### src/rtl/spi_cmd_decoder_pkg.sv
// Shared definitions for the SPI command decoder: header tags, FSM states, command record.
package spi_cmd_decoder_pkg;

    localparam logic [2:0] TAG_CONF  = 3'b111;
    localparam logic [2:0] TAG_POS   = 3'b110;
    localparam int         COORD_MAX = 16;

    typedef enum logic [1:0] {
        ST_IDLE      = 2'd0,
        ST_CONF_DATA = 2'd1,
        ST_POS_X     = 2'd2,
        ST_POS_Y     = 2'd3
    } state_e;

    // Coordinates sized for the widest build; the top keeps only COORD_W bits.
    typedef struct packed {
        logic                 conf;
        logic [1:0]           ch;
        logic                 brush;
        logic [2:0]           color;
        logic [COORD_MAX-1:0] x;
        logic [COORD_MAX-1:0] y;
    } cmd_t;

endpackage

### src/rtl/cmd_fifo.sv
// Generic synchronous FIFO, head read straight from registered storage.
// Latency: a push is visible at the head the cycle after. Backpressure: push into a full FIFO is ignored, even with a same-cycle pop.
// Full/empty come from pointers carrying one extra wrap bit.
module cmd_fifo #(
    parameter int WIDTH = 8,
    parameter int DEPTH = 4
) (
    input  logic             clk,
    input  logic             rst_n,
    input  logic             push_i,
    input  logic [WIDTH-1:0] push_dat_i,
    input  logic             pop_i,
    output logic             full_o,
    output logic             empty_o,
    output logic [WIDTH-1:0] head_o
);

    localparam int AW = $clog2(DEPTH);

    logic [AW:0]      wr_ptr_q, rd_ptr_q;
    logic [WIDTH-1:0] mem_q [DEPTH];
    logic             do_push, do_pop;

    assign empty_o = (wr_ptr_q == rd_ptr_q);
    assign full_o  = (wr_ptr_q[AW] != rd_ptr_q[AW]) &&
                     (wr_ptr_q[AW-1:0] == rd_ptr_q[AW-1:0]);
    assign do_push = push_i && !full_o;
    assign do_pop  = pop_i && !empty_o;
    assign head_o  = mem_q[rd_ptr_q[AW-1:0]];

    // Storage is cleared on reset so the head reads zero while empty after reset.
    always_ff @(posedge clk or negedge rst_n) begin
        if (!rst_n) begin
            wr_ptr_q <= '0;
            rd_ptr_q <= '0;
            for (int i = 0; i < DEPTH; i++) mem_q[i] <= '0;
        end else begin
            if (do_push) begin
                mem_q[wr_ptr_q[AW-1:0]] <= push_dat_i;
                wr_ptr_q                <= wr_ptr_q + 1'b1;
            end
            if (do_pop) rd_ptr_q <= rd_ptr_q + 1'b1;
        end
    end

endmodule

### src/rtl/spi_cmd_decoder.sv
// Decodes SPI byte packets into config/position commands queued in a FIFO.
// Latency: cmdValid rises 1 clk after the final data byte. Backpressure: cmdReady pops the head; a full FIFO drops the new command and pulses overflow.
module spi_cmd_decoder
    import spi_cmd_decoder_pkg::*;
#(
    parameter int COORD_W    = 8,
    parameter int NUM_CH     = 2,
    parameter int FIFO_DEPTH = 4
) (
    input  logic               clk,
    input  logic               rst_n,
    input  logic               byteValid,
    input  logic [7:0]         byteIn,
    input  logic               frameEnd,
    output logic               cmdValid,
    input  logic               cmdReady,
    output logic               cmdConf,
    output logic [1:0]         cmdCh,
    output logic               cmdBrush,
    output logic [2:0]         cmdColor,
    output logic [COORD_W-1:0] cmdX,
    output logic [COORD_W-1:0] cmdY,
    output logic               badHdr,
    output logic               overflow
);

    localparam int                   NB       = (COORD_W + 7) / 8;
    localparam int                   FW       = 7 + 2 * COORD_W;
    localparam logic [1:0]           CNT_LAST = 2'(NB - 1);
    localparam logic [2:0]           NCH      = 3'(NUM_CH);
    localparam logic [COORD_MAX-1:0] CMASK    = COORD_MAX'((32'd1 << COORD_W) - 32'd1);

    state_e          state_q, state_d;
    logic [1:0]      cnt_q, cnt_d;
    cmd_t            cmd_q, cmd_d;
    logic            badhdr_q, badhdr_d;
    logic            ovf_q;
    logic            push, fifo_full, fifo_empty;
    logic            ch_ok, is_conf_hdr, is_pos_hdr;
    logic [FW-1:0]   push_dat, head;

    assign ch_ok       = ({1'b0, byteIn[1:0]} < NCH);
    assign is_conf_hdr = (byteIn[7:5] == TAG_CONF) && (byteIn[4:2] == 3'b000);
    assign is_pos_hdr  = (byteIn[7:5] == TAG_POS)  && (byteIn[4:2] == 3'b000);

    always_comb begin
        state_d  = state_q;
        cnt_d    = cnt_q;
        cmd_d    = cmd_q;
        push     = 1'b0;
        badhdr_d = 1'b0;
        if (byteValid) begin
            case (state_q)
                ST_IDLE: begin
                    cmd_d = '0;
                    cnt_d = '0;
                    if (is_conf_hdr && ch_ok) begin
                        cmd_d.conf = 1'b1;
                        cmd_d.ch   = byteIn[1:0];
                        state_d    = ST_CONF_DATA;
                    end else if (is_pos_hdr && ch_ok) begin
                        cmd_d.ch   = byteIn[1:0];
                        state_d    = ST_POS_X;
                    end else begin
                        badhdr_d   = 1'b1;
                    end
                end
                ST_CONF_DATA: begin
                    cmd_d.brush = byteIn[4];
                    cmd_d.color = byteIn[2:0];
                    push        = 1'b1;
                    state_d     = ST_IDLE;
                end
                // Shift in MSB byte first; masking drops unused high bits of the first byte.
                ST_POS_X: begin
                    cmd_d.x = {cmd_q.x[COORD_MAX-9:0], byteIn} & CMASK;
                    if (cnt_q == CNT_LAST) begin
                        cnt_d   = '0;
                        state_d = ST_POS_Y;
                    end else begin
                        cnt_d   = cnt_q + 2'd1;
                    end
                end
                default: begin
                    cmd_d.y = {cmd_q.y[COORD_MAX-9:0], byteIn} & CMASK;
                    if (cnt_q == CNT_LAST) begin
                        cnt_d   = '0;
                        push    = 1'b1;
                        state_d = ST_IDLE;
                    end else begin
                        cnt_d   = cnt_q + 2'd1;
                    end
                end
            endcase
        end
        // The coinciding byte has already been handled above, so a completing byte still pushes.
        if (frameEnd) begin
            state_d = ST_IDLE;
            cnt_d   = '0;
        end
    end

    always_ff @(posedge clk or negedge rst_n) begin
        if (!rst_n) begin
            state_q  <= ST_IDLE;
            cnt_q    <= '0;
            cmd_q    <= '0;
            badhdr_q <= 1'b0;
            ovf_q    <= 1'b0;
        end else begin
            state_q  <= state_d;
            cnt_q    <= cnt_d;
            cmd_q    <= cmd_d;
            badhdr_q <= badhdr_d;
            ovf_q    <= push && fifo_full;
        end
    end

    assign push_dat = {cmd_d.conf, cmd_d.ch, cmd_d.brush, cmd_d.color,
                       cmd_d.x[COORD_W-1:0], cmd_d.y[COORD_W-1:0]};

    cmd_fifo #(
        .WIDTH (FW),
        .DEPTH (FIFO_DEPTH)
    ) u_cmd_fifo (
        .clk        (clk),
        .rst_n      (rst_n),
        .push_i     (push),
        .push_dat_i (push_dat),
        .pop_i      (cmdValid && cmdReady),
        .full_o     (fifo_full),
        .empty_o    (fifo_empty),
        .head_o     (head)
    );

    assign cmdValid = !fifo_empty;
    assign {cmdConf, cmdCh, cmdBrush, cmdColor, cmdX, cmdY} = head;
    assign badHdr   = badhdr_q;
    assign overflow = ovf_q;

endmodule
### config.mk
export PLATFORM = sky130hd
export DESIGN_NAME = spi_cmd_decoder
export DESIGN_NICKNAME = d
export VERILOG_FILES = /design/src/rtl/spi_cmd_decoder_pkg.sv /design/src/rtl/cmd_fifo.sv /design/src/rtl/spi_cmd_decoder.sv
export SDC_FILE = /design/constraint.sdc
export NUM_CORES = 1
export LEC_CHECK = 0
export BUFFER_PORTS_ARGS = -buffer_cell sky130_fd_sc_hd__buf_2
export CORE_MARGIN = 2
export CORE_UTILIZATION = 65
export DETAILED_ROUTE_END_ITERATION = 6
export MAX_ROUTING_LAYER = met4
export PLACE_DENSITY = 0.85
export REMOVE_ABC_BUFFERS = 1
export SLEW_MARGIN = 20
export SYNTH_ARGS = -nofsm -noshare
export SYNTH_HDL_FRONTEND = slang
export SYNTH_HIERARCHICAL = 1
export SYNTH_SLANG_ARGS = --single-unit
### constraint.sdc
create_clock -name clk -period 6.2 [get_ports clk]
set_input_delay 0.93 -clock clk [delete_from_list [all_inputs] [get_ports clk]]
set_output_delay 0.93 -clock clk [all_outputs]
set_load 0.05 [all_outputs]
==> After elaboration in Yosys (flattened, before gate mapping) <==
Index checks and enable logic that the tools add are counted.
{ "word_totals": {"word_cells": 94, "reg_bits": 143, "in_bits": 13} }
{ "classes": {"addsub": 3, "muxes": 32, "reduce_logical": 24, "order_cmp": 4, "eq_ne": 10, "bitwise_logic": 3} }
{ "op_table": {"columns": ["cell", "count"], "rows": [
  ["92-bit bitwise mux", 1],
  ["23-bit two-way mux", 3],
  ["16-bit one-hot mux with 2 select lines", 2],
  ["23-bit binary-select mux with 2-bit select", 1],
  ["23-bit demux with 2-bit select", 1],
  ["39-bit two-way mux", 1],
  ["2-bit two-way mux", 11],
  ["1-bit logical AND", 10],
  ["4-bit one-hot mux with 2 select lines", 1],
  ["1-bit two-way mux", 7],
  ["3-bit by 1-bit adder with 3-bit output, second input constant", 2],
  ["3-bit equality test, second input constant", 2],
  ["3-bit greater-or-equal comparator, second input constant", 2],
  ["2-bit inverter with 3-bit output", 2],
  ["2-bit one-hot mux with 3 select lines", 1],
  ["2-bit AND reduction", 3],
  ["2-bit zero test", 2],
  ["4-bit inequality test, second input constant", 1],
  ["2-bit one-hot mux with 2 select lines", 1],
  ["4-bit AND reduction", 1],
  ["2-bit nonzero test", 2],
  ["4-bit nonzero test", 1],
  ["2-bit OR reduction", 2],
  ["3-bit equality test", 1],
  ["14 further kinds", 15]
]} }

==> Longest topological paths before layout <==
Gate-level depths: netlist of run 1.
{ "logic_depth": {"word_depth": 8, "ltp_mapped": 9, "ltp_nobuf": 7} }

==> Modules after synthesis <==
Netlist of run 1, hierarchy kept.
{ "modules_own_cells": {"columns": ["module", "instances", "cells_per_inst", "seq_area_each_um2", "area_each_um2"], "rows": [
  ["cmd_fifo", 1, 267, 2452.4, 4800.9],
  ["spi_cmd_decoder", 1, 108, 725.7, 1326.3]
]} }

==> Least setup slack after synthesis of run 1 <==
No wires, ideal clock.
{ "synth_path": {"kind": "reg-to-output", "startpoint": "reg u_cmd_fifo.rd_ptr_q[0]", "endpoint": "out cmdColor[0]", "path_stages_with_launch": 4, "path_buffers": 2, "required_ns": 5.270, "slack_ns": 3.582, "t_arrival_ns": 1.688, "path_cell_list": "dfrtp_1 -> buf_2 -> buf_2 -> mux4_2"} }
{ "synth_between": {"elab_chain_len": 4} }
{ "synth_lines": {"columns": ["element", "line", "rtl"], "rows": [
  ["start, declared", "cmd_fifo.sv:20", "logic [AW:0] wr_ptr_q, rd_ptr_q;"],
  ["start signal, assigned", "cmd_fifo.sv:42", "if (do_pop) rd_ptr_q <= rd_ptr_q + 1'b1;"],
  ["2-bit inverter with 3-bit output (not written as such)", "cmd_fifo.sv:29", "assign head_o = mem_q[rd_ptr_q[AW-1:0]];"],
  ["23-bit binary-select mux with 2-bit select", "cmd_fifo.sv:29", null],
  ["23-bit two-way mux (not written as such) (2 in series)", "cmd_fifo.sv:29", null],
  ["end, declared", "spi_cmd_decoder.sv:20", "output logic [2:0] cmdColor,"]
]} }
No other way between the ends. The select of a mux whose other input is x is not followed.

==> Worst setup path after layout of run 1 <==
{ "layout_path": {"startpoint": "reg u_cmd_fifo.rd_ptr_q[0]", "endpoint": "out cmdColor[1]"} }
Same word-level chain as after synthesis.

==> results of run 1 <==
-- per-stage QoR --
| step | total power (uW) | std cells |
|---|---|---|
| after floorplan | 2530 | 357 |
| after global placement | 2810 | 508 |
| after detailed placement | 2900 | 509 |
| after CTS | 3900 | 541 |
| after global routing | 4090 | 544 |
| final | 3910 | 544 |
-- cell usage after synthesis, types with 4 or more instances --
cell type	n
mux4_2	23
mux2_2	14
inv_1	10
a32o_1	4
dfrtp_1	127
a31oi_4	4
nand2_1	10
buf_6	9
mux2_4	79
clkbuf_1	4
ha_1	12
buf_2	5
and2_1	5
a211oi_1	4
nor2b_1	5
a22o_1	16
-- worst paths after layout --
kind                                        end  slack [ns]  depth (start not counted)
max reg2reg                u_cmd_fifo/mem_q[70]        3.22                          8
min                        u_cmd_fifo/mem_q[30]        0.50                          1
max in group asynchronous  u_cmd_fifo/mem_q[46]        4.43                          2
min reg2reg                u_cmd_fifo/mem_q[30]        0.50                          1
min in group asynchronous  u_cmd_fifo/mem_q[74]        0.55                          1
max                                 cmdColor[1]        2.82                          2
-- state kept, by name, indices dropped and copies added, names as in the netlist --
signal,cells
cnt_q,2
state_q,2
u_cmd_fifo/wr_ptr_q,3
u_cmd_fifo/rd_ptr_q,3
u_cmd_fifo/mem_q,92
overflow,1
cmd_q,23
badHdr,1
-- kinds of logic (layout without fill, tap and decap cells) --
family	Yosys count	after routing
adder cells (fa/ha/maj)	12	12
multiplexers	117	117
AND/OR/NAND/NOR	35	35
XOR/XNOR	8	8
buffers and inverters	28	86
AO/OA/AOI/OAI	48	48
flip-flops	127	127
-- area by class of cell --
type,count,share of cell area
Sequential cell,127,0.452
Multi-Input combinational cell,220,0.394
Clock buffer,20,0.0647
Timing Repair Buffer,44,0.0452
Tap cell,111,0.0197
Clock inverter,12,0.0192
Inverter,10,0.00534
-- placed cells by master, fill, tap and decap left out, drive strengths merged, types with 5 or more instances in the layout --
cell,Yosys,layout
mux2,93,93
o21ai,5,5
ha,12,12
nand2,10,10
inv,10,11
mux4,23,23
a31oi,6,6
clkinv,0,8
clkbuf,4,20
dfrtp,127,127
buf,14,44
nor2b,5,5
and2,5,5
a22o,16,16
-- worst register-to-register path, stage by stage, from the launching register on --
cell	delay [ns]
dfrtp_1	0.45
inv_1	0.11
ha_1	0.38
mux2i_1	0.16
nor2b_1	0.39
nand2_1	0.17
a31oi_4	0.60
buf_16	0.24
mux2_2	0.36
-- routing by layer --
layer	track usage	up-vias	routed length [um]	part of all wire
li1	-	1502	-	-
met1	0.365	1820	5490	0.43
met2	0.427	116	6510	0.50
met3	0.0707	26	658	0.051
met4	0.124	0	248	0.019
met5	-	-	0	0
-- power groups by stage --
stage / registers (uW) / clock network [uW] / logic, uW
2_1_floorplan: 1310 / 0 / 1220
3_3_place_gp: 1340 / 0 / 1480
3_5_place_dp: 1370 / 0 / 1530
4_1_cts: 1360 / 992 / 1550
5_1_grt: 1400 / 1040 / 1650
6_report: 1370 / 983 / 1560
==> results.json, run 1 <==
{
  "slowest_delay_ns": 1.03,
  "cp-end-kind": "output pin",
  "yosysWarnings": 6,
  "reg2reg_from": "state_q[1]",
  "die_h_um": 101,
  "slew_viol_final": 0,
  "synth_area_leader_cell": "dfrtp_1",
  "hp-start": "u_cmd_fifo/mem_q[30]",
  "avgSynthCellArea_um2": 16.3,
  "die_w_um": 101,
  "setup_viol": 0,
  "finalSetupTns_ns": 0,
  "skew_ns": 0.00722,
  "yosys.area_share.simple": 0.0351,
  "cts_resized": 0,
  "p_switching_uw": 1490,
  "ys_types": 41,
  "fin_crit_sh": 0.545,
  "crit_required_ns": 5.27,
  "clockBufferDepth": 2,
  "area_growth_pct": 14.8,
  "p_seq_frac": 0.349,
  "root_buffer": "clkbuf_8",
  "worst_skew_pair.late_latency_ns": 0.53,
  "synthAdderAreaFrac": 0.0245,
  "rows": 35,
  "crit_fanout": 30,
  "synth_top_family_by_area": "multiplexers",
  "crit_chain": "mux4_2 -> buf_2",
  "ff_latch_area_mm2": 0.00318,
  "cts_sinks": 127,
  "vias_per_cell": 6.37,
  "synth_edf_count": 0,
  "path_class": "reg -> out",
  "syn_inst": 375,
  "rsz0062_at_grt": "false",
  "p_int_uw": 2420,
  "fillers": 508,
  "multi_input_area_mm2": 0.00277,
  "antenna_found_initial": 0,
  "top_level_ports": 39,
  "synth_area_mm2": 0.00613,
  "p_sw_frac": 0.382,
  "dieArea_mm2": 0.0102,
  "utilization": 0.765,
  "crit_slowest_cell": "dfrtp_2",
  "dr.pass1.iters": 6,
  "powerDensity_mw_per_mm2": 556,
  "drc": 0,
  "cts_tree": "yes",
  "hold_viol": 0,
  "worst_hold_slack_ns": 0.505,
  "dpl-instance-area_mm2": 0.00636,
  "wl_per_cell_um": 23.7,
  "path_buf_inv": 1,
  "gr-total-overflow": 0,
  "setup_ws_ns": 2.82,
  "p_leak_uw": 0.00332,
  "synthTopCellsByArea": "dfrtp_1 (52%), mux2_4 (19%), mux4_2 (8.5%)",
  "synth_top_area_frac": 0.519,
  "hold_buffers": 0,
  "drtIter0Drc": 264,
  "numPortBuffers": 38,
  "grt_pass1_wl_um": 20500,
  "status": "complete, no violations",
  "core-area_mm2": 0.00920,
  "totalWireLength_um": 12900,
  "dp_hpwl_um": 7590,
  "synth-xor-area-share": 0.0169,
  "post_cts_buffers": 0,
  "final_area_mm2": 0.00703,
  "ys_async_sr_fraction": 1.00,
  "path_clk_slew_ns": 0.06,
  "cp.arrival_ns": 2.45,
  "place_ws_ns": 2.89,
  "synth_compound_area_frac": 0.0700,
  "irDropWorstVdd_v": 0.000507,
  "startpoint_type": "flop",
  "power.share.clock": 0.251,
  "grt_usage": 0.283,
  "cts_inserted_buffers": 17,
  "drive_gt1_frac": 0.473,
  "grt_pass1_vias": 3754,
  "relSlewSlack": 0.313,
  "fin_crit_ns": 3.38,
  "grt_max_degree": 76,
  "ys_seq_area_frac": 0.519,
  "start_util": 0.666,
  "maxCapViolCount": 0,
  "crit_path_start": "u_cmd_fifo/rd_ptr_q[0]",
  "comb_power_share": 0.400,
  "postRouteAntennaNets": 0,
  "worst_pin_slew_ns": 1.03,
  "nNetsFinal": 445,
  "cp_top_family": "flip-flops",
  "vias": 3464,
  "synth-seq-cells": 127,
  "holdCritPathClass": "reg -> reg",
  "h-tree-depth": 4,
  "ys.flop_type": "dfrtp_1",
  "max_freq_mhz": 296,
  "gp_congestion": 0.815,
  "synthMuxAreaShare": 0.305,
  "diodes": 0
}
(Power assumes the default switching activity.)
==> run 2, diff against run 1 <==
--- a/config.mk
+++ b/config.mk
@@ -7,10 +7,10 @@
 export LEC_CHECK = 0
 export BUFFER_PORTS_ARGS = -buffer_cell sky130_fd_sc_hd__buf_2
 export CORE_MARGIN = 2
-export CORE_UTILIZATION = 65
+export CORE_UTILIZATION = 55
 export DETAILED_ROUTE_END_ITERATION = 6
 export MAX_ROUTING_LAYER = met4
-export PLACE_DENSITY = 0.85
+export PLACE_DENSITY = 0.76
 export REMOVE_ABC_BUFFERS = 1
 export SLEW_MARGIN = 20
 export SYNTH_ARGS = -nofsm -noshare
==> constraint.sdc (replaced) <==
create_clock -name clk -period 2.8 [get_ports clk]
set_input_delay 0.42 -clock clk [delete_from_list [all_inputs] [get_ports clk]]
set_output_delay 0.42 -clock clk [all_outputs]
set_load 0.05 [all_outputs]
==> run 2 against run 1 <==
Worst setup slack got worse by 2.7 ns. Critical path depth increased by 1. Clock skew decreased by 0.00084 ns. Routed wire length decreased by 3.2%. Worst hold slack got worse by 0.35 ns. Combinational power increased by 130%. Largest cell class unchanged. Clock power increased by 120%.
==> results.json, run 2 (same netlist as run 1, synthesis figures left out) <==
{
  "maxCapViolCount": 0,
  "worst_hold_slack_ns": 0.152,
  "regMostFlops": "u_cmd_fifo/mem_q",
  "top_level_ports": 39,
  "clockBufferDepth": 2,
  "numPortBuffers": 38,
  "die_w_um": 110,
  "grt_pass1_wl_um": 20400,
  "worst_pin_slew_ns": 0.825,
  "holdCritPathClass": "in -> reg",
  "hold_viol": 0,
  "die_h_um": 110,
  "gp_congestion": 0.766,
  "p_leak_uw": 0.00334,
  "grt_usage": 0.240,
  "rsz0062_at_grt": "false",
  "vias": 3440,
  "cp.arrival_ns": 2.26,
  "nNetsFinal": 454,
  "cts_resized": 0,
  "core-area_mm2": 0.0108,
  "skew_ns": 0.00638,
  "fin_crit_sh": 0.956,
  "postRouteAntennaNets": 0,
  "worst-r2r-cell-count": 8,
  "irDropWorstVdd_v": 0.000684,
  "grt_max_degree": 65,
  "drc": 0,
  "max_freq_mhz": 374,
  "start_util": 0.565,
  "path_clk_slew_ns": 0.06,
  "place_ws_ns": 0.286,
  "path_class": "reg -> out",
  "hold_buffers": 1,
  "cp-end-kind": "output pin",
  "slew_viol_final": 0,
  "h-tree-depth": 4,
  "reg.largest.list": "u_cmd_fifo/mem_q: 92 flops, cmd_q: 23 flops",
  "power_uw": 8640,
  "final_cell_mix": "dfrtp_1 (126), mux2_4 (79), buf_2 (37), mux4_2 (23)",
  "crit_required_ns": 2.38,
  "final_common_cell": "dfrtp_1",
  "crit_fanout": 16,
  "crit_chain": "buf_12 -> mux4_2 -> buf_2",
  "relSlewSlack": 0.446,
  "dp_hpwl_um": 7810,
  "post_cts_buffers": 0,
  "drtIter0Drc": 258,
  "whs_path_depth": 2,
  "worst_skew_pair.late_latency_ns": 0.53,
  "gr-total-overflow": 0,
  "setup_ws_ns": 0.123,
  "rows": 38,
  "vias_per_cell": 5.91,
  "cts_tree": "yes",
  "largest_register_ffs": 92,
  "crit_slowest_cell": "dfrtp_2",
  "area_growth_pct": 15.9,
  "dieArea_mm2": 0.0120,
  "grt_pass1_vias": 3677,
  "setup_viol": 0,
  "wl_per_cell_um": 21.5,
  "fillers": 754,
  "antenna_found_initial": 0,
  "status": "complete, no violations",
  "totalWireLength_um": 12500,
  "slowest_delay_ns": 0.68,
  "cts_inserted_buffers": 17,
  "drive_gt1_frac": 0.475,
  "powerDensity_mw_per_mm2": 1220,
  "dr.pass1.iters": 4,
  "fin_crit_ns": 2.68,
  "root_buffer": "clkbuf_8",
  "cts_sinks": 127,
  "startpoint_type": "flop",
  "diodes": 0
}
run 2: changes by cell type in the layout (fill, tap and decap cells not counted), moves of 2 or more:
cell	delta
buf_4	+8
buf_16	-4
buf_12	+4
clkbuf_1	+3
clkbuf_8	-2
clkinv_4	-5
clkinvlp_4	+3
run 2: report_power, final:
group	switching (uW)	internal (uW)	total [uW]
Clock	801	1370	2170
Sequential	450	2480	2930
Combinational	1970	1570	3540
run 2: worst paths after layout:
path	from	to	slack, ns
max	u_cmd_fifo/rd_ptr_q[0]	cmdBrush	0.12
min	frameEnd	cnt_q[0]	0.15
max reg2reg	state_q[1]	u_cmd_fifo/mem_q[1]	0.28
min in group asynchronous	rst_n	u_cmd_fifo/mem_q[60]	0.39
max in group asynchronous	rst_n	u_cmd_fifo/rd_ptr_q[0]	1.62
min reg2reg	u_cmd_fifo/mem_q[1]	u_cmd_fifo/mem_q[1]	0.50
run 2: metrics by stage:
stage                     setup TNS [ns]  cell area (um2)   util  cells
after floorplan                    -3.07             5990      -    357
after global placement                 0             6510  0.601    549
after detailed placement               0             6510  0.601    549
after CTS                              0             7100  0.655    582
after global routing                   0             7100  0.655    582
final                                  0             7100  0.655    582
run 2: layout make-up:
cell class	count	area [um2]	share of cell area
Clock buffer	21	439	0.0619
Clock inverter	11	140	0.0197
Inverter	10	37.5	0.00529
Multi-Input combinational cell	220	2770	0.390
Sequential cell	127	3180	0.448
Tap cell	140	175	0.0247
Timing Repair Buffer	53	358	0.0504
run 2: metal layers:
metal	GRT usage	routed length, um	share of wire
met3	0.0694	642	0.051
met2	0.350	6010	0.48
met5	-	0	0
met1	0.324	5690	0.45
met4	0.0877	162	0.013
run 2: worst max-delay path: cells and delay by family, from the launching register on:
family | cells | cell delay, ns
multiplexers | 1 | 0.55
buffers and inverters | 2 | 0.48
flip-flops | 1 | 0.68
==> run 3, diff against run 2 <==
==> constraint.sdc (replaced) <==
create_clock -name clk -period 2.8 [get_ports clk]
set_input_delay 0.14 -clock clk [delete_from_list [all_inputs] [get_ports clk]]
set_output_delay 0.14 -clock clk [all_outputs]
set_load 0.05 [all_outputs]
==> run 3 against run 2 <==
Worst setup slack gained 0.089 ns. Highest routed layer unchanged. Cell area grew 1.3%. Via count grew 0.15%. Critical path depth is the same. Cell count grew 0.86%. Worst hold slack lost 0.11 ns. Sequential share of layout area shrank 0.57 points. Utilization grew 0.84 points. Clock power grew 12%. Sequential cell count is the same. Global-route usage shrank 0.14 points. Count of clock-buffer cells in the layout is the same.
==> results.json, run 3 (same netlist as run 1, synthesis figures left out) <==
{
  "status": "complete, no violations",
  "drtIter0Drc": 249,
  "postRouteAntennaNets": 0,
  "cp.arrival_ns": 2.45,
  "utilization": 0.663,
  "post_cts_buffers": 0,
  "reg2reg_from": "state_q[1]",
  "nNetsFinal": 459,
  "grt_max_degree": 52,
  "place_ws_ns": 0.440,
  "core-area_mm2": 0.0108,
  "worst-r2r-cell-count": 8,
  "ff_latch_area_mm2": 0.00318,
  "drive_gt1_frac": 0.474,
  "min_to": "badHdr",
  "final_area_mm2": 0.00719,
  "diodes": 0,
  "die_h_um": 110,
  "hold_viol": 0,
  "startpoint_type": "flop",
  "setup_ws_ns": 0.212,
  "path_clk_slew_ns": 0.05,
  "relSlewSlack": 0.550,
  "dpl-instance-area_mm2": 0.00650,
  "wl_per_cell_um": 21.4,
  "area_growth_pct": 17.4,
  "dp_hpwl_um": 8010,
  "powerDensity_mw_per_mm2": 1240,
  "fillers": 751,
  "fin_crit_ns": 2.59,
  "skew_ns": 0.00928,
  "gr-total-overflow": 0,
  "grt_pass1_vias": 3655,
  "fin_crit_sh": 0.924,
  "rrSetupSlack_ns": 0.42,
  "root_buffer": "clkbuf_8",
  "worst_hold_slack_ns": 0.0411,
  "die_w_um": 110,
  "start_util": 0.565,
  "path_class": "reg -> out",
  "reg.largest.list": "u_cmd_fifo/mem_q: 92 flops, cmd_q: 23 flops",
  "maxCapViolCount": 0,
  "crit_slowest_cell": "dfrtp_2",
  "cp_top_family": "flip-flops",
  "path_buf_inv": 2,
  "worst_skew_pair.late_latency_ns": 0.53,
  "h-tree-depth": 4,
  "crit_fanout": 17,
  "vias_per_cell": 5.87,
  "totalWireLength_um": 12600,
  "whs_path_depth": 3,
  "vias": 3445,
  "grt_usage": 0.239,
  "largest_register_ffs": 92,
  "setup_viol": 0,
  "cts_tree": "yes",
  "cts_resized": 0,
  "clockBufferDepth": 2,
  "final_cell_mix": "dfrtp_1 (126), mux2_4 (79), buf_2 (37), mux4_2 (23)",
  "rsz0062_at_grt": "false",
  "holdCritPathClass": "in -> reg",
  "grt_pass1_wl_um": 20200,
  "rows": 38,
  "irDropWorstVdd_v": 0.000778,
  "final_common_cell": "dfrtp_1",
  "drc": 0,
  "multi_input_area_mm2": 0.00277,
  "worst_pin_slew_ns": 0.675,
  "crit_required_ns": 2.66,
  "gp_congestion": 0.809,
  "crit_chain": "buf_4 -> mux4_2 -> buf_2",
  "numPortBuffers": 38,
  "dr.pass1.iters": 4,
  "dieArea_mm2": 0.0120,
  "top_level_ports": 39,
  "cts_sinks": 127,
  "cp-end-kind": "output pin",
  "cts_inserted_buffers": 17,
  "p_leak_uw": 0.00340,
  "max_freq_mhz": 386,
  "slowest_delay_ns": 0.70,
  "slew_viol_final": 0,
  "regMostFlops": "u_cmd_fifo/mem_q",
  "hp-start": "byteIn[3]",
  "timing.rr.end": "u_cmd_fifo/mem_q[70]",
  "antenna_found_initial": 0
}
run 3: metal layers:
layer | global-route usage | share of wire | vias up
li1 | - | - | 1518
met1 | 0.326 | 0.47 | 1824
met2 | 0.350 | 0.47 | 83
met3 | 0.0528 | 0.039 | 20
met4 | 0.0967 | 0.017 | 0
met5 | - | 0 | -
run 3: tightest hold or removal path: cells and delay by family:
| family | cells | cell delay [ns] |
|---|---|---|
| compound gates | 1 | 0.15 |
| buf+inv | 1 | 0.14 |
| simple gates | 1 | 0.09 |
run 3: metrics by stage:
| step | power [uW] | setup TNS [ns] | cells |
|---|---|---|---|
| after floorplan | 5600 | -3.07 | 357 |
| after global placement | 6340 | 0 | 551 |
| after detailed placement | 6450 | 0 | 551 |
| after CTS | 8950 | 0 | 587 |
| after global routing | 9310 | 0 | 587 |
| final | 8890 | 0 | 587 |
run 3: power breakdown:
group / leakage, uW / total, uW / switching, uW / internal (uW)
clock network: 0.000316 / 2430 / 787 / 1650
logic: 0.00137 / 3530 / 1970 / 1560
registers: 0.00171 / 2930 / 454 / 2480
total: 0.00340 / 8890 / 3210 / 5680
run 3: how the worst max path moves through the flow:
stage	start	end	slack (ns)	depth (start not counted)
global placement	state_q[0]	u_cmd_fifo/mem_q[65]	0.55	7
floorplan	u_cmd_fifo/rd_ptr_q[0]	u_cmd_fifo/mem_q[0]	-0.09	3
CTS	u_cmd_fifo/rd_ptr_q[0]	cmdColor[1]	0.14	3
global route	u_cmd_fifo/rd_ptr_q[0]	cmdColor[1]	0.09	3
finish	u_cmd_fifo/rd_ptr_q[0]	cmdColor[1]	0.21	3
detailed placement	state_q[1]	u_cmd_fifo/mem_q[70]	0.44	8
run 3: timing repair:
action	4_1_cts	5_1_grt
endpoints found under the setup margin	0	0
hold buffers	4	0
endpoints found under the hold margin	54	0
run 3: area by class of cell:
type | instances | area share
Sequential cell | 127 | 0.442
Clock buffer | 21 | 0.0611
Clock inverter | 11 | 0.0294
Tap cell | 140 | 0.0244
Timing Repair Buffer | 58 | 0.0525
Multi-Input combinational cell | 220 | 0.385
Inverter | 10 | 0.00522
